File: src/rtl/riscv_pipe_pkg.sv
// Shared pipeline definitions for the 5-stage RISC-V core.
// Holds default widths, control-field encodings and the ID/EX control word layout.
package riscv_pipe_pkg;

    localparam int DEF_XLEN  = 32;
    localparam int DEF_RA_W  = 5;
    localparam int DEF_CNT_W = 16;

    typedef enum logic [1:0] {
        RES_ALU = 2'd0,
        RES_MEM = 2'd1,
        RES_PC4 = 2'd2,
        RES_IMM = 2'd3
    } res_src_e;

    typedef enum logic [1:0] {
        JMP_NONE = 2'd0,
        JMP_JAL  = 2'd1,
        JMP_JALR = 2'd2
    } jump_e;

    typedef enum logic [2:0] {
        BR_NONE = 3'd0,
        BR_BEQ  = 3'd1,
        BR_BNE  = 3'd2,
        BR_BLT  = 3'd3,
        BR_BGE  = 3'd4,
        BR_BLTU = 3'd5,
        BR_BGEU = 3'd6
    } branch_e;

    // An all-zero word is a bubble: no write, no jump, no branch, not valid.
    typedef struct packed {
        logic       valid;
        logic       alu_src;
        logic       mem_write;
        logic       reg_write;
        logic       lui;
        res_src_e   result_src;
        jump_e      jump;
        logic [2:0] alu_ctrl;
        branch_e    branch;
    } ctrl_t;

    localparam ctrl_t CTRL_ZERO = '0;

endpackage

File: src/rtl/id_ex_pipe_reg_if.sv
// ID/EX boundary bundle: decode-side inputs, hazard controls and EX-side outputs.
// Handshake: the D side presents a slot every cycle with validD; the register takes it
// on an edge unless stallE holds EX, and flushE overrides both by loading a bubble.
interface id_ex_pipe_reg_if
    import riscv_pipe_pkg::*;
#(
    parameter int XLEN  = DEF_XLEN,
    parameter int RA_W  = DEF_RA_W,
    parameter int CNT_W = DEF_CNT_W
);
    logic            stallE, flushE;
    logic            validD, AluSrcD, memWriteD, regWriteD, luiD;
    logic [1:0]      resultSrcD, JumpD;
    logic [2:0]      AluControlD, BranchD;
    logic [XLEN-1:0] RD1D, RD2D, PCD, PCPlus4D, ImmExtD;
    logic [RA_W-1:0] Rs1D, Rs2D, RdD;

    logic            validE, AluSrcE, memWriteE, regWriteE, luiE;
    logic [1:0]      resultSrcE, JumpE;
    logic [2:0]      AluControlE, BranchE;
    logic [XLEN-1:0] RD1E, RD2E, PCE, PCPlus4E, ImmExtE;
    logic [RA_W-1:0] Rs1E, Rs2E, RdE;
    logic [CNT_W-1:0] bubbleCnt;

    modport master (
        output stallE, flushE, validD, AluSrcD, memWriteD, regWriteD, luiD,
               resultSrcD, JumpD, AluControlD, BranchD,
               RD1D, RD2D, PCD, PCPlus4D, ImmExtD, Rs1D, Rs2D, RdD,
        input  validE, AluSrcE, memWriteE, regWriteE, luiE,
               resultSrcE, JumpE, AluControlE, BranchE,
               RD1E, RD2E, PCE, PCPlus4E, ImmExtE, Rs1E, Rs2E, RdE, bubbleCnt
    );

    modport slave (
        input  stallE, flushE, validD, AluSrcD, memWriteD, regWriteD, luiD,
               resultSrcD, JumpD, AluControlD, BranchD,
               RD1D, RD2D, PCD, PCPlus4D, ImmExtD, Rs1D, Rs2D, RdD,
        output validE, AluSrcE, memWriteE, regWriteE, luiE,
               resultSrcE, JumpE, AluControlE, BranchE,
               RD1E, RD2E, PCE, PCPlus4E, ImmExtE, Rs1E, Rs2E, RdE, bubbleCnt
    );

endinterface

File: src/rtl/pipe_reg_sfc.sv
// Generic pipeline flop with async clear, stall (hold) and flush (clear).
// Flush wins over stall so a squashed slot never lingers in a stalled stage.
module pipe_reg_sfc #(
    parameter int W = 8
) (
    input  logic         clk,
    input  logic         rst,
    input  logic         stall,
    input  logic         flush,
    input  logic [W-1:0] d,
    output logic [W-1:0] q
);

    always_ff @(posedge clk or posedge rst) begin
        if (rst) begin
            q <= '0;
        end else if (flush) begin
            q <= '0;
        end else if (!stall) begin
            q <= d;
        end
    end

endmodule

File: src/rtl/id_ex_pipe_reg.sv
// ID/EX pipeline register: turns invalid slots into bubbles, drops writes to x0,
// and counts inserted bubbles with a saturating debug counter.
module id_ex_pipe_reg
    import riscv_pipe_pkg::*;
#(
    parameter int XLEN  = DEF_XLEN,
    parameter int RA_W  = DEF_RA_W,
    parameter int CNT_W = DEF_CNT_W
) (
    input logic            clk,
    input logic            rst,
    id_ex_pipe_reg_if.slave bus
);

    localparam int DW = 5 * XLEN + 3 * RA_W;

    ctrl_t            ctrl_d, ctrl_q;
    logic [DW-1:0]    data_d, data_q;
    logic [CNT_W-1:0] cnt_q;
    logic             bubble;

    always_comb begin
        ctrl_d = CTRL_ZERO;
        if (bus.validD) begin
            ctrl_d.valid      = 1'b1;
            ctrl_d.alu_src    = bus.AluSrcD;
            ctrl_d.mem_write  = bus.memWriteD;
            // A write to x0 must never look like a write to the forwarding logic.
            ctrl_d.reg_write  = bus.regWriteD & (bus.RdD != '0);
            ctrl_d.lui        = bus.luiD;
            ctrl_d.result_src = res_src_e'(bus.resultSrcD);
            ctrl_d.jump       = jump_e'(bus.JumpD);
            ctrl_d.alu_ctrl   = bus.AluControlD;
            ctrl_d.branch     = branch_e'(bus.BranchD);
        end
    end

    assign data_d = {bus.RD1D, bus.RD2D, bus.PCD, bus.PCPlus4D, bus.ImmExtD,
                     bus.Rs1D, bus.Rs2D, bus.RdD};

    pipe_reg_sfc #(.W($bits(ctrl_t))) u_ctrl (
        .clk   (clk),
        .rst   (rst),
        .stall (bus.stallE),
        .flush (bus.flushE),
        .d     (ctrl_d),
        .q     (ctrl_q)
    );

    pipe_reg_sfc #(.W(DW)) u_data (
        .clk   (clk),
        .rst   (rst),
        .stall (bus.stallE),
        .flush (bus.flushE),
        .d     (data_d),
        .q     (data_q)
    );

    // A bubble enters EX on a flush, or on a non-stalled capture of an empty slot.
    assign bubble = bus.flushE | (~bus.stallE & ~bus.validD);

    always_ff @(posedge clk or posedge rst) begin
        if (rst) begin
            cnt_q <= '0;
        end else if (bubble && (cnt_q != '1)) begin
            cnt_q <= cnt_q + CNT_W'(1);
        end
    end

    assign bus.validE      = ctrl_q.valid;
    assign bus.AluSrcE     = ctrl_q.alu_src;
    assign bus.memWriteE   = ctrl_q.mem_write;
    assign bus.regWriteE   = ctrl_q.reg_write;
    assign bus.luiE        = ctrl_q.lui;
    assign bus.resultSrcE  = ctrl_q.result_src;
    assign bus.JumpE       = ctrl_q.jump;
    assign bus.AluControlE = ctrl_q.alu_ctrl;
    assign bus.BranchE     = ctrl_q.branch;
    assign {bus.RD1E, bus.RD2E, bus.PCE, bus.PCPlus4E, bus.ImmExtE,
            bus.Rs1E, bus.Rs2E, bus.RdE} = data_q;
    assign bus.bubbleCnt   = cnt_q;

endmodule

File: src/flat_wrapper.sv
// flat-port wrapper written by rule: the top's interface ports become plain ports
module id_ex_pipe_reg_flat import riscv_pipe_pkg::*;
#(
    parameter int XLEN  = DEF_XLEN,
    parameter int RA_W  = DEF_RA_W,
    parameter int CNT_W = DEF_CNT_W
)
  (clk, rst, bus_stallE, bus_flushE, bus_validD, bus_AluSrcD, bus_memWriteD, bus_regWriteD, bus_luiD, bus_resultSrcD, bus_JumpD, bus_AluControlD, bus_BranchD, bus_RD1D, bus_RD2D, bus_PCD, bus_PCPlus4D, bus_ImmExtD, bus_Rs1D, bus_Rs2D, bus_RdD, bus_validE, bus_AluSrcE, bus_memWriteE, bus_regWriteE, bus_luiE, bus_resultSrcE, bus_JumpE, bus_AluControlE, bus_BranchE, bus_RD1E, bus_RD2E, bus_PCE, bus_PCPlus4E, bus_ImmExtE, bus_Rs1E, bus_Rs2E, bus_RdE, bus_bubbleCnt);
  id_ex_pipe_reg_if #(.XLEN(XLEN), .RA_W(RA_W), .CNT_W(CNT_W)) bus_i ();
  input logic clk;
  input logic rst;
  input wire logic [$bits(bus_i.stallE)-1:0] bus_stallE;
  input wire logic [$bits(bus_i.flushE)-1:0] bus_flushE;
  input wire logic [$bits(bus_i.validD)-1:0] bus_validD;
  input wire logic [$bits(bus_i.AluSrcD)-1:0] bus_AluSrcD;
  input wire logic [$bits(bus_i.memWriteD)-1:0] bus_memWriteD;
  input wire logic [$bits(bus_i.regWriteD)-1:0] bus_regWriteD;
  input wire logic [$bits(bus_i.luiD)-1:0] bus_luiD;
  input wire logic [$bits(bus_i.resultSrcD)-1:0] bus_resultSrcD;
  input wire logic [$bits(bus_i.JumpD)-1:0] bus_JumpD;
  input wire logic [$bits(bus_i.AluControlD)-1:0] bus_AluControlD;
  input wire logic [$bits(bus_i.BranchD)-1:0] bus_BranchD;
  input wire logic [$bits(bus_i.RD1D)-1:0] bus_RD1D;
  input wire logic [$bits(bus_i.RD2D)-1:0] bus_RD2D;
  input wire logic [$bits(bus_i.PCD)-1:0] bus_PCD;
  input wire logic [$bits(bus_i.PCPlus4D)-1:0] bus_PCPlus4D;
  input wire logic [$bits(bus_i.ImmExtD)-1:0] bus_ImmExtD;
  input wire logic [$bits(bus_i.Rs1D)-1:0] bus_Rs1D;
  input wire logic [$bits(bus_i.Rs2D)-1:0] bus_Rs2D;
  input wire logic [$bits(bus_i.RdD)-1:0] bus_RdD;
  output wire logic [$bits(bus_i.validE)-1:0] bus_validE;
  output wire logic [$bits(bus_i.AluSrcE)-1:0] bus_AluSrcE;
  output wire logic [$bits(bus_i.memWriteE)-1:0] bus_memWriteE;
  output wire logic [$bits(bus_i.regWriteE)-1:0] bus_regWriteE;
  output wire logic [$bits(bus_i.luiE)-1:0] bus_luiE;
  output wire logic [$bits(bus_i.resultSrcE)-1:0] bus_resultSrcE;
  output wire logic [$bits(bus_i.JumpE)-1:0] bus_JumpE;
  output wire logic [$bits(bus_i.AluControlE)-1:0] bus_AluControlE;
  output wire logic [$bits(bus_i.BranchE)-1:0] bus_BranchE;
  output wire logic [$bits(bus_i.RD1E)-1:0] bus_RD1E;
  output wire logic [$bits(bus_i.RD2E)-1:0] bus_RD2E;
  output wire logic [$bits(bus_i.PCE)-1:0] bus_PCE;
  output wire logic [$bits(bus_i.PCPlus4E)-1:0] bus_PCPlus4E;
  output wire logic [$bits(bus_i.ImmExtE)-1:0] bus_ImmExtE;
  output wire logic [$bits(bus_i.Rs1E)-1:0] bus_Rs1E;
  output wire logic [$bits(bus_i.Rs2E)-1:0] bus_Rs2E;
  output wire logic [$bits(bus_i.RdE)-1:0] bus_RdE;
  output wire logic [$bits(bus_i.bubbleCnt)-1:0] bus_bubbleCnt;
  assign bus_i.stallE = bus_stallE;
  assign bus_i.flushE = bus_flushE;
  assign bus_i.validD = bus_validD;
  assign bus_i.AluSrcD = bus_AluSrcD;
  assign bus_i.memWriteD = bus_memWriteD;
  assign bus_i.regWriteD = bus_regWriteD;
  assign bus_i.luiD = bus_luiD;
  assign bus_i.resultSrcD = bus_resultSrcD;
  assign bus_i.JumpD = bus_JumpD;
  assign bus_i.AluControlD = bus_AluControlD;
  assign bus_i.BranchD = bus_BranchD;
  assign bus_i.RD1D = bus_RD1D;
  assign bus_i.RD2D = bus_RD2D;
  assign bus_i.PCD = bus_PCD;
  assign bus_i.PCPlus4D = bus_PCPlus4D;
  assign bus_i.ImmExtD = bus_ImmExtD;
  assign bus_i.Rs1D = bus_Rs1D;
  assign bus_i.Rs2D = bus_Rs2D;
  assign bus_i.RdD = bus_RdD;
  assign bus_validE = bus_i.validE;
  assign bus_AluSrcE = bus_i.AluSrcE;
  assign bus_memWriteE = bus_i.memWriteE;
  assign bus_regWriteE = bus_i.regWriteE;
  assign bus_luiE = bus_i.luiE;
  assign bus_resultSrcE = bus_i.resultSrcE;
  assign bus_JumpE = bus_i.JumpE;
  assign bus_AluControlE = bus_i.AluControlE;
  assign bus_BranchE = bus_i.BranchE;
  assign bus_RD1E = bus_i.RD1E;
  assign bus_RD2E = bus_i.RD2E;
  assign bus_PCE = bus_i.PCE;
  assign bus_PCPlus4E = bus_i.PCPlus4E;
  assign bus_ImmExtE = bus_i.ImmExtE;
  assign bus_Rs1E = bus_i.Rs1E;
  assign bus_Rs2E = bus_i.Rs2E;
  assign bus_RdE = bus_i.RdE;
  assign bus_bubbleCnt = bus_i.bubbleCnt;
  id_ex_pipe_reg #(.XLEN(XLEN), .RA_W(RA_W), .CNT_W(CNT_W)) u_core (.clk(clk), .rst(rst), .bus(bus_i));
endmodule
File: config.mk
export PLATFORM = sky130hd
export DESIGN_NAME = id_ex_pipe_reg_flat
export DESIGN_NICKNAME = d
export VERILOG_FILES = /design/src/rtl/riscv_pipe_pkg.sv /design/src/rtl/id_ex_pipe_reg_if.sv /design/src/rtl/pipe_reg_sfc.sv /design/src/rtl/id_ex_pipe_reg.sv /design/src/flat_wrapper.sv
export SDC_FILE = /design/constraint.sdc
export NUM_CORES = 1
export LEC_CHECK = 0
export CAP_MARGIN = 20
export CORE_AREA = 2 2 156 158
export CTS_CLUSTER_SIZE = 8
export DETAILED_ROUTE_END_ITERATION = 8
export DIE_AREA = 0 0 158 160
export PLACE_DENSITY = 0.73
export SYNTH_ARGS = -nofsm -noshare
export SYNTH_HDL_FRONTEND = slang
export SYNTH_HIERARCHICAL = 1
export SYNTH_SLANG_ARGS = --single-unit
File: constraint.sdc
create_clock -name clk -period 14 [get_ports clk]
set_clock_uncertainty 0.05 [all_clocks]
set_input_delay 2.8 -clock clk [delete_from_list [all_inputs] [get_ports clk]]
set_output_delay 2.8 -clock clk [all_outputs]
set_load 0.02 [all_outputs]
==> impl_metrics.yaml <==
sta:
  finalCriticalPeriod_ns: 4.514
  tns_ns: 0
  relSlewSlack_pct: 23.12
  rsz0062_at_grt: "false"
  setup_viol: 0
  fmax_mhz: 221.5
  tightest_slew_ns: 1.153
  hold_viol_final: 0
  slew_violations: 0
  fin_crit_sh_pct: 32.24
clocking:
  ctsResizeCount: 0
  clockBufferDepth: 3
  clock_sinks: 206
  cts_hold_buffers: 0
  cts_buffers: 29
  cts_root_buf: "clkbuf_16"
  clk_pin_slew_ns: 0.05
  clk_latency_ns: 0.52
  cts-htree-levels: 1
  tritoncts: "yes"
  post-cts-setup-buffer-count: 0
setup_path:
  reg2reg_to: "u_core/bus.bubbleCnt[1]$_DFFE_PP0P_"
  cp-end-kind: "asynchronous set/reset pin"
  cpPeakStageDelay_ns: 0.90
  worstSetupStartpoint: "rst"
  startpoint_type: "input pin"
  criticalPathCategory: "in -> async"
  reg2reg_depth: 4
  critPathMaxFanout: 97
  required_ns: 14.45
  cp-endpoint: "u_core/u_data/q[113]$_DFFE_PP0P_"
  cp_cell_sequence: "clkdlybuf4s50_1 > inv_6 > buf_4"
  r2r_slack_ns: 11.69
  cp.arrival_ns: 4.96
  r2r-start: "u_core/bus.bubbleCnt[10]$_DFFE_PP0P_"
  cp_slowest_cell: "buf_4"
yosys:
  ys_types: 31
  synth_area_um2: 8711
  yosys_warnings: 6
  synth.avg_cell_area_um2: 12.37
  syn-num-nets: 899
  synth-seq-area-share_pct: 59.18
  yosys_register_bits: 206
  netlist_instances: 704
global_routing:
  grt_antenna_before_repair: 0
  grt_max_degree: 101
  grt_pass1_vias: 6519
  gr-usage-all-layers_pct: 18.69
  grt_pass1_wl_mm: 37.11
  gr-total-overflow: 0
die:
  die_h_um: 160
  ioPinCount: 400
  die_w_um: 158
  rows: 57
  initial_core_util_pct: 36.57
  design.die.area_um2: 25280
  core-area_um2: 23820
routing:
  vias: 6546
  drc: 0
  drt-initial-drc-count: 378
  wl_mm: 24.86
  vias_per_cell: 4.620
  wire_per_inst_um: 17.54
  first_pass_iters: 4
  ant_nets: 0
power:
  p_per_area_nw_per_um2: 119.5
  ir_drop_mv: 0.07871
  power_leakage_nw: 6.287
place:
  gp_congestion: 0.8032
  port_buffers: 399
  post-dp-hpwl_mm: 17.33
  dp_cells: 1386
  place_area_um2: 12710
cells_and_area:
  fin_nets: 1288
  drive_above_1_share_pct: 4.026
  final_cell_area_um2: 13460
  fin_cells: 1417
  area_growth_syn_to_layout_pct: 54.52
  fillers: 2074
  diodes: 0
job:
  cap_violations: 0
worst_hold_path:
  hp-class: "reg -> reg"
run_status:
  status: "finished, final reports clean"
[metal layers]
| layer | global-route usage (%) | up-vias | share of wire [%] |
|---|---|---|---|
| met5 | 0 | - | 0 |
| met4 | 4.832 | 0 | 1.9 |
| met1 | 23.35 | 3144 | 39 |
| li1 | - | 3109 | - |
| met2 | 31.86 | 258 | 50 |
| met3 | 5.183 | 35 | 8.5 |
[flip-flops by register name, summed over array words and instances (netlist names)]
signal and count:
u_core/bus.bubbleCnt 16, u_core/u_ctrl/q 15, u_core/u_data/q 175
[cell usage after synthesis]
master	instances	area, µm²
nor4_2	1	12.51
xor2_1	9	78.83
and3_1	2	12.51
nor3b_1	1	7.510
o21ba_1	1	10.01
nor4bb_2	1	16.27
nor2_1	196	735.7
a21oi_1	3	15.01
buf_2	2	10.01
ha_1	1	12.51
buf_4	4	30.03
or3_4	1	11.26
nand2_1	4	15.01
dfrtp_1	206	5155
or3_1	1	6.260
nand3_1	5	25.02
buf_12	7	140.1
nor4_1	1	6.260
buf_6	2	22.52
inv_1	4	15.01
mux2_4	1	15.01
nand4_1	3	18.77
o311a_1	2	20.02
and2_1	13	81.33
nor3_1	5	25.02
o211ai_1	2	15.01
and4bb_2	2	25.02
xnor2_1	4	35.03
mux2i_1	190	1902
buf_8	11	165.2
clkbuf_1	19	71.32
[per-stage QoR]
| stage | hold WS (ns) | util, % | worst slack (ns) | power, mW |
|---|---|---|---|---|
| final | 0.4409 | 56.51 | 9.486 | 1.608 |
| after global routing | 0.4549 | 56.51 | 9.142 | 1.684 |
| after CTS | 0.4498 | 56.51 | 9.378 | 1.628 |
| after detailed placement | 0.4436 | 53.37 | 8.835 | 1.022 |
| after global placement | 0.4473 | 53.37 | 8.827 | 1.017 |
| after floorplan | 0.5454 | - | 6.405 | 0.8520 |
[area by class of cell]
cell class,instances,area (µm²),area share (%)
Clock buffer,30,739.5,5.494
Clock inverter,1,8.758,0.06507
Inverter,4,20.02,0.1487
Multi-Input combinational cell,449,3102,23.04
Sequential cell,206,5155,38.30
Tap cell,324,405.4,3.012
Timing Repair Buffer,403,4030,29.94
[report_power, final]
part | total [mW] | internal (mW) | switching [mW]
clock network | 0.598 | 0.365 | 0.233
logic | 0.331 | 0.173 | 0.158
registers | 0.680 | 0.642 | 0.0373
[cell usage in the layout, fill, tap and decap left out, drive strengths merged, types with 2 or more instances in the layout]
master / n
o311a: 2
nor2: 196
or3: 2
clkbuf: 30
nor4: 2
and2: 13
nand3: 5
dfrtp: 206
nor3: 5
a21oi: 3
and3: 2
buf: 6
inv: 5
xnor2: 4
nand4: 3
nand2: 4
and4bb: 2
xor2: 9
clkdlybuf4s50: 397
mux2i: 190
o211ai: 2
[worst min path at each step]
stage               slack, ns                                    to  depth (start not counted)                                 start
finish                   0.44  u_core/bus.bubbleCnt[11]$_DFFE_PP0P_                          1  u_core/bus.bubbleCnt[11]$_DFFE_PP0P_
global route             0.45  u_core/bus.bubbleCnt[11]$_DFFE_PP0P_                          1  u_core/bus.bubbleCnt[11]$_DFFE_PP0P_
CTS                      0.45  u_core/bus.bubbleCnt[11]$_DFFE_PP0P_                          1  u_core/bus.bubbleCnt[11]$_DFFE_PP0P_
detailed placement       0.44  u_core/bus.bubbleCnt[11]$_DFFE_PP0P_                          1  u_core/bus.bubbleCnt[11]$_DFFE_PP0P_
global placement         0.45  u_core/bus.bubbleCnt[15]$_DFFE_PP0P_                          1  u_core/bus.bubbleCnt[15]$_DFFE_PP0P_
floorplan                0.55  u_core/bus.bubbleCnt[11]$_DFFE_PP0P_                          1  u_core/bus.bubbleCnt[11]$_DFFE_PP0P_
[worst max-delay path, delay by kind of cell]
family                 cells  cell delay, ns
buffers and inverters      3            2.04
[logic make-up (layout without fill, tap and decap cells)]
kind of cell / Yosys count / after routing / synth area share [%]
AO/OA/AOI/OAI: 8 / 8 / 0.6894
XOR/XNOR: 13 / 13 / 1.307
adder cells (fa/ha/maj): 1 / 1 / 0.1436
buffers and inverters: 49 / 438 / 5.214
flip-flops: 206 / 206 / 59.18
multiplexers: 191 / 191 / 22.01
AND/OR/NAND/NOR: 236 / 236 / 11.46
Note: power is estimated with default switching activity, not from simulation.
